### config.mk
export PLATFORM = sky130hd
export DESIGN_NAME = stack_ctrl_flat
export DESIGN_NICKNAME = d
export VERILOG_FILES = /design/src/rtl/stack_ctrl_if.sv /design/src/rtl/stack_ctrl.sv /design/src/flat_wrapper.sv
export SDC_FILE = /design/constraint.sdc
export NUM_CORES = 1
export LEC_CHECK = 0
export BUFFER_PORTS_ARGS = -buffer_cell sky130_fd_sc_hd__buf_2
export CORE_MARGIN = 2
export CORE_UTILIZATION = 30
export DETAILED_ROUTE_END_ITERATION = 16
export PLACE_DENSITY = 0.59
export SLEW_MARGIN = 10
export SYNTH_ARGS = -nofsm -noshare
export SYNTH_HDL_FRONTEND = slang
export SYNTH_SLANG_ARGS = --single-unit
### constraint.sdc
create_clock -name clk -period 5.6 [get_ports clk]
set_input_delay 0.56 -clock clk [delete_from_list [all_inputs] [get_ports clk]]
set_output_delay 0.56 -clock clk [all_outputs]
set_load 0.01 [all_outputs]
### src/rtl/stack_ctrl_if.sv
// Command, memory-bus and result signals of the stack access engine.
// The controller uses the master modport; the register file / memory side uses slave.
interface stack_ctrl_if;
  logic        cmd_valid;
  logic        cmd_ready;
  logic [1:0]  cmd_op;
  logic [15:0] push_data;
  logic [7:0]  sp_in;

  logic        mem_req;
  logic        mem_we;
  logic [15:0] mem_addr;
  logic [7:0]  mem_wdata;
  logic        mem_ack;
  logic [7:0]  mem_rdata;

  logic        done;
  logic        sp_write;
  logic [7:0]  sp_new;
  logic [15:0] pull_data;
  logic        overflow;
  logic        underflow;

  modport master (
    input  cmd_valid, cmd_op, push_data, sp_in, mem_ack, mem_rdata,
    output cmd_ready, mem_req, mem_we, mem_addr, mem_wdata,
    output done, sp_write, sp_new, pull_data, overflow, underflow
  );

  modport slave (
    output cmd_valid, cmd_op, push_data, sp_in, mem_ack, mem_rdata,
    input  cmd_ready, mem_req, mem_we, mem_addr, mem_wdata,
    input  done, sp_write, sp_new, pull_data, overflow, underflow
  );
endinterface

### src/rtl/stack_ctrl.sv
// Stack access engine: runs 8/16-bit push/pull commands against a downward-growing
// page-resident stack with one req/ack memory handshake per byte.
module stack_ctrl #(
  parameter logic [7:0] STACK_PAGE = 8'h01
) (
  input logic          clk,
  input logic          reset,
  stack_ctrl_if.master bus
);

  typedef enum logic [1:0] {StIdle, StAcc0, StAcc1, StFin} state_e;

  state_e      state_q, state_d;
  logic [1:0]  op_q, op_d;
  logic [7:0]  sp_q, sp_d;
  logic [7:0]  push_lo_q, push_lo_d;
  logic [7:0]  pull_lo_q, pull_lo_d;

  logic        mem_req_q, mem_req_d;
  logic        mem_we_q, mem_we_d;
  logic [15:0] mem_addr_q, mem_addr_d;
  logic [7:0]  mem_wdata_q, mem_wdata_d;
  logic        done_q, done_d;
  logic        sp_write_q, sp_write_d;
  logic [7:0]  sp_new_q, sp_new_d;
  logic [15:0] pull_data_q, pull_data_d;
  logic        overflow_q, overflow_d;
  logic        underflow_q, underflow_d;

  // op bit 0 selects pull, bit 1 selects the 16-bit form
  logic in_push, in_wide, in_ovf, in_unf;
  logic op_push, op_wide;
  logic [7:0] sp_in_inc1, sp_dec1, sp_dec2, sp_inc1, sp_inc2;

  assign in_push = ~bus.cmd_op[0];
  assign in_wide = bus.cmd_op[1];
  assign in_ovf  = in_push & (in_wide ? (bus.sp_in <= 8'h01) : (bus.sp_in == 8'h00));
  assign in_unf  = ~in_push & (in_wide ? (bus.sp_in >= 8'hFE) : (bus.sp_in == 8'hFF));

  assign op_push = ~op_q[0];
  assign op_wide = op_q[1];

  assign sp_in_inc1 = bus.sp_in + 8'd1;
  assign sp_dec1    = sp_q - 8'd1;
  assign sp_dec2    = sp_q - 8'd2;
  assign sp_inc1    = sp_q + 8'd1;
  assign sp_inc2    = sp_q + 8'd2;

  always_comb begin
    state_d     = state_q;
    op_d        = op_q;
    sp_d        = sp_q;
    push_lo_d   = push_lo_q;
    pull_lo_d   = pull_lo_q;
    mem_req_d   = mem_req_q;
    mem_we_d    = mem_we_q;
    mem_addr_d  = mem_addr_q;
    mem_wdata_d = mem_wdata_q;
    sp_new_d    = sp_new_q;
    pull_data_d = pull_data_q;
    done_d      = 1'b0;
    sp_write_d  = 1'b0;
    overflow_d  = 1'b0;
    underflow_d = 1'b0;

    unique case (state_q)
      StIdle: begin
        if (bus.cmd_valid) begin
          op_d      = bus.cmd_op;
          sp_d      = bus.sp_in;
          push_lo_d = bus.push_data[7:0];
          if (in_ovf || in_unf) begin
            // Rejected commands skip the bus entirely and report in FIN.
            state_d     = StFin;
            done_d      = 1'b1;
            overflow_d  = in_ovf;
            underflow_d = in_unf;
            sp_new_d    = bus.sp_in;
          end else begin
            state_d    = StAcc0;
            mem_req_d  = 1'b1;
            mem_we_d   = in_push;
            mem_addr_d = {STACK_PAGE, (in_push ? bus.sp_in : sp_in_inc1)};
            if (in_push) begin
              mem_wdata_d = in_wide ? bus.push_data[15:8] : bus.push_data[7:0];
            end else begin
              mem_wdata_d = 8'h00;
            end
          end
        end
      end

      StAcc0: begin
        if (bus.mem_ack) begin
          if (op_wide) begin
            // Second byte is requested on the ack edge with no idle gap.
            state_d     = StAcc1;
            pull_lo_d   = bus.mem_rdata;
            mem_addr_d  = {STACK_PAGE, (op_push ? sp_dec1 : sp_inc2)};
            mem_wdata_d = op_push ? push_lo_q : 8'h00;
          end else begin
            state_d    = StFin;
            mem_req_d  = 1'b0;
            done_d     = 1'b1;
            sp_write_d = 1'b1;
            sp_new_d   = op_push ? sp_dec1 : sp_inc1;
            if (!op_push) begin
              pull_data_d = {8'h00, bus.mem_rdata};
            end
          end
        end
      end

      StAcc1: begin
        if (bus.mem_ack) begin
          state_d    = StFin;
          mem_req_d  = 1'b0;
          done_d     = 1'b1;
          sp_write_d = 1'b1;
          sp_new_d   = op_push ? sp_dec2 : sp_inc2;
          if (!op_push) begin
            pull_data_d = {bus.mem_rdata, pull_lo_q};
          end
        end
      end

      StFin: begin
        state_d = StIdle;
      end

      default: begin
        state_d = StIdle;
      end
    endcase
  end

  always_ff @(posedge clk) begin
    if (reset) begin
      state_q     <= StIdle;
      op_q        <= 2'b00;
      sp_q        <= 8'h00;
      push_lo_q   <= 8'h00;
      pull_lo_q   <= 8'h00;
      mem_req_q   <= 1'b0;
      mem_we_q    <= 1'b0;
      mem_addr_q  <= 16'h0000;
      mem_wdata_q <= 8'h00;
      done_q      <= 1'b0;
      sp_write_q  <= 1'b0;
      sp_new_q    <= 8'hFF;
      pull_data_q <= 16'h0000;
      overflow_q  <= 1'b0;
      underflow_q <= 1'b0;
    end else begin
      state_q     <= state_d;
      op_q        <= op_d;
      sp_q        <= sp_d;
      push_lo_q   <= push_lo_d;
      pull_lo_q   <= pull_lo_d;
      mem_req_q   <= mem_req_d;
      mem_we_q    <= mem_we_d;
      mem_addr_q  <= mem_addr_d;
      mem_wdata_q <= mem_wdata_d;
      done_q      <= done_d;
      sp_write_q  <= sp_write_d;
      sp_new_q    <= sp_new_d;
      pull_data_q <= pull_data_d;
      overflow_q  <= overflow_d;
      underflow_q <= underflow_d;
    end
  end

  assign bus.cmd_ready = (state_q == StIdle);
  assign bus.mem_req   = mem_req_q;
  assign bus.mem_we    = mem_we_q;
  assign bus.mem_addr  = mem_addr_q;
  assign bus.mem_wdata = mem_wdata_q;
  assign bus.done      = done_q;
  assign bus.sp_write  = sp_write_q;
  assign bus.sp_new    = sp_new_q;
  assign bus.pull_data = pull_data_q;
  assign bus.overflow  = overflow_q;
  assign bus.underflow = underflow_q;

endmodule

### src/flat_wrapper.sv
// flat-port wrapper written by rule: the top's interface ports become plain ports
module stack_ctrl_flat 
#(
  parameter logic [7:0] STACK_PAGE = 8'h01
)
  (clk, reset, bus_cmd_valid, bus_cmd_op, bus_push_data, bus_sp_in, bus_mem_ack, bus_mem_rdata, bus_cmd_ready, bus_mem_req, bus_mem_we, bus_mem_addr, bus_mem_wdata, bus_done, bus_sp_write, bus_sp_new, bus_pull_data, bus_overflow, bus_underflow);
  stack_ctrl_if bus_i ();
  input logic clk;
  input logic reset;
  input wire logic [$bits(bus_i.cmd_valid)-1:0] bus_cmd_valid;
  input wire logic [$bits(bus_i.cmd_op)-1:0] bus_cmd_op;
  input wire logic [$bits(bus_i.push_data)-1:0] bus_push_data;
  input wire logic [$bits(bus_i.sp_in)-1:0] bus_sp_in;
  input wire logic [$bits(bus_i.mem_ack)-1:0] bus_mem_ack;
  input wire logic [$bits(bus_i.mem_rdata)-1:0] bus_mem_rdata;
  output wire logic [$bits(bus_i.cmd_ready)-1:0] bus_cmd_ready;
  output wire logic [$bits(bus_i.mem_req)-1:0] bus_mem_req;
  output wire logic [$bits(bus_i.mem_we)-1:0] bus_mem_we;
  output wire logic [$bits(bus_i.mem_addr)-1:0] bus_mem_addr;
  output wire logic [$bits(bus_i.mem_wdata)-1:0] bus_mem_wdata;
  output wire logic [$bits(bus_i.done)-1:0] bus_done;
  output wire logic [$bits(bus_i.sp_write)-1:0] bus_sp_write;
  output wire logic [$bits(bus_i.sp_new)-1:0] bus_sp_new;
  output wire logic [$bits(bus_i.pull_data)-1:0] bus_pull_data;
  output wire logic [$bits(bus_i.overflow)-1:0] bus_overflow;
  output wire logic [$bits(bus_i.underflow)-1:0] bus_underflow;
  assign bus_i.cmd_valid = bus_cmd_valid;
  assign bus_i.cmd_op = bus_cmd_op;
  assign bus_i.push_data = bus_push_data;
  assign bus_i.sp_in = bus_sp_in;
  assign bus_i.mem_ack = bus_mem_ack;
  assign bus_i.mem_rdata = bus_mem_rdata;
  assign bus_cmd_ready = bus_i.cmd_ready;
  assign bus_mem_req = bus_i.mem_req;
  assign bus_mem_we = bus_i.mem_we;
  assign bus_mem_addr = bus_i.mem_addr;
  assign bus_mem_wdata = bus_i.mem_wdata;
  assign bus_done = bus_i.done;
  assign bus_sp_write = bus_i.sp_write;
  assign bus_sp_new = bus_i.sp_new;
  assign bus_pull_data = bus_i.pull_data;
  assign bus_overflow = bus_i.overflow;
  assign bus_underflow = bus_i.underflow;
  stack_ctrl #(.STACK_PAGE(STACK_PAGE)) u_core (.clk(clk), .reset(reset), .bus(bus_i));
endmodule
==> metrics.cfg <==
[finish]
stdcell_count=770
nets=638
finish.instance_area_mm2=0.00504
drive_gt1_share_pct=20.2
area_delta_synth_final_pct=18.5
n_antenna_cell=0

[timing]
tns_ns=0
max_freq_ghz=0.349
clock_skew_ns=0.00650
worstMarginPinSlew_ns=0.942
slew_viol_final=0
period_needed_ns=2.86
rsz0062_at_grt=false
setup_viol=0
hold_viol_final=0
period_share_pct=51.2
slew_headroom_pct=36.7

[floorplan]
die_h_um=123
io_pins=93
core-area_mm2=0.0139
rows=43
start_util_pct=30.6
dieArea_mm2=0.0151
die_w_um=123

[place]
gp_congestion=0.905
dp_hpwl_um=9130
placed_cell_area_mm2=0.00471
io_buffer_count=85
dp_cells=754

[global_route]
grt_pass1_vias=3821
antenna_found_initial=0
grt-ovfl-total=0
track_usage_pct=16.8
grt_pass1_wl_um=19700
grt_max_degree=68

[route]
drc_errors=0
routed_wl_um=12700
num_vias=4048
drtPass1Iterations=5
drtIter0Drc=224
routedWlPerCell_um=16.5
vias_per_cell=5.26
antenna_left=0

[synthesis]
syn_inst=529
synth_warnings=0
async_reset_ff_share_pct=0
avgSynthCellArea_um2=8.03
synthMuxAreaShare_pct=5.18
synth-edff-count=0
ys.flop_type=dfxtp_1
ys_seq_area_share_pct=35.3
synth_top_family_by_area=compound AO/OA/AOI/OAI gates
yosysUniqueCellTypes=68
syn_area_mm2=0.00425
synth_compound_area_share_pct=22.6
synthSimpleGateAreaFrac_pct=22.1
yosys.area_share.xor_xnor_pct=3.71
synthAdderAreaFrac_pct=4.42
synth_seq_cells=75

[clock_network]
clkTransAtPathRegs_ns=0.06
holdBufCountCts=0
cts_num_sinks=75
insertion_delay_ns=0.34
htreeDepth=3
cts.repair.resized=0
root_buffer=clkbuf_16
clockBufferDepth=2
cts_tree=done
cts_made_buffers=9
postCtsSetupRepairBufs=0

[worst_setup_path]
arrival_ns=3.11
startpoint=u_core.state_q[1]
ff2ff_setup_slack_ns=2.74
path_depth=7
slowest_delay_ns=0.67
r2r_cells=7
start_kind=flip-flop
worstReg2RegEnd=u_core.bus.pull_data[3]
crit_family=compound AO/OA/AOI/OAI gates
required_ns=5.85
end_kind=flip-flop
crit_chain=inv_1 -> ha_1 -> inv_1 -> nor2_1 -> o211a_1 -> nor2_1 -> a211oi_1
r2r_start=u_core.state_q[1]
slowest_stage=o211a_1
crit_type=flip-flop to flip-flop
crit_fanout=24
critPathBufInv=2
endpoint=u_core.bus.pull_data[3]

[pwr]
p_leak_uw=0.00203
max-vdd-ir-drop_mv=0.160
power_density_mw_per_mm2=471
power_uw=2370

[min_path]
hold_path_class=flip-flop to flip-flop
holdPathStages=2

[job]
drv_cap=0

[outcome]
status=finished, final reports clean

## registers in the layout, indices dropped and copies added, names as in the netlist
name and cells:
u_core.bus.pull_data 16, u_core.bus.mem_addr 9, u_core.bus.mem_wdata 8, u_core.bus.sp_new 8
u_core.pull_lo_q 8, u_core.push_lo_q 8, u_core.sp_q 8, u_core.op_q 2
u_core.state_q 2, u_core.bus.done 1, u_core.bus.mem_req 1, u_core.bus.mem_we 1
u_core.bus.overflow 1, u_core.bus.sp_write 1, u_core.bus.underflow 1
## worst min-delay path, stage by stage, from the launching register on
cell and delay, ns:
dfxtp_1 0.30, nand2_1 0.05, a21oi_1 0.05
## logic make-up after synthesis
group                      Yosys count
xor gates and xnor gates            18
AOI/OAI and AO/OA                  145
other                                1
buffers and inverters               61
and+or+nand+nor                    192
muxes                               22
adders and majority gates           15
DFF                                 75
## area by class of cell
class / count / area, um2
sequential: 75 / 1500
multi-input combinational: 399 / 2490
inverter: 13 / 48.8
timing repair buffer: 87 / 440
tap: 180 / 225
clock inverter: 4 / 72.6
fill: 1459 / 8840
clock buffer: 12 / 256
## per-layer routing
metal  track usage (%)  vias to the layer above  part of all wire, %
li1                  -                     1983                    -
met1              20.5                     1946                   44
met2              29.2                      104                   49
met3              3.60                       15                  5.3
met4              5.82                        0                  1.3
met5                 0                        -                    0
## how the worst min path moves through the flow
stage	startpoint	end	slack [ns]
2_1_floorplan	u_core.pull_lo_q[0]	u_core.pull_lo_q[0]	0.44
3_3_place_gp	u_core.bus.pull_data[8]	u_core.bus.pull_data[8]	0.44
3_5_place_dp	u_core.bus.pull_data[8]	u_core.bus.pull_data[8]	0.44
4_1_cts	u_core.bus.pull_data[8]	u_core.bus.pull_data[8]	0.45
5_1_grt	bus_push_data[0]	u_core.push_lo_q[0]	0.47
6_report	u_core.bus.pull_data[8]	u_core.bus.pull_data[8]	0.45
## power breakdown
group,leakage (uW),switching [uW],internal (uW)
clock network,0.000159,223,414
logic,0.00126,595,370
registers,0.000613,108,664
total,0.00203,926,1450
## synth_stat cells (7+ instances only)
cell	number	share of area (%)
dfxtp_1	75	35
xnor2_1	10	2.1
inv_1	13	1.1
mux2i_1	22	5.2
a211oi_1	12	2.1
nand3_1	15	1.8
xor2_1	8	1.6
ha_1	15	4.4
a21oi_1	49	5.8
nand2_1	89	7.9
nand4_1	8	1.2
o21a_1	9	1.6
nor4_1	9	1.3
buf_4	8	1.4
buf_2	10	1.2
nor3_1	7	0.82
clkbuf_1	24	2.1
nor2_1	29	2.6
o21ai_0	25	2.9
o2bb2ai_1	8	1.6
## cell usage in the layout, fill, tap and decap left out, drive strengths merged, types with 10 or more instances in the layout
cell type and count:
dfxtp 75, buf 87, mux2i 22, nor4 10, clkbuf 12, o21ai 27, inv 13, xnor2 10
nand2 89, ha 15, a21oi 50, nor2 30, a211oi 13, nand3 16
## stage by stage
step | hold WS, ns | utilization (%) | setup slack [ns]
2_1_floorplan | 0.436 | - | 3.42
3_3_place_gp | 0.439 | 33.9 | 2.93
5_1_grt | 0.472 | 36.3 | 2.44
6_report | 0.447 | 36.3 | 2.74
4_1_cts | 0.449 | 36.3 | 2.74
3_5_place_dp | 0.441 | 33.9 | 2.77
Power figures use the tool's default switching activity.
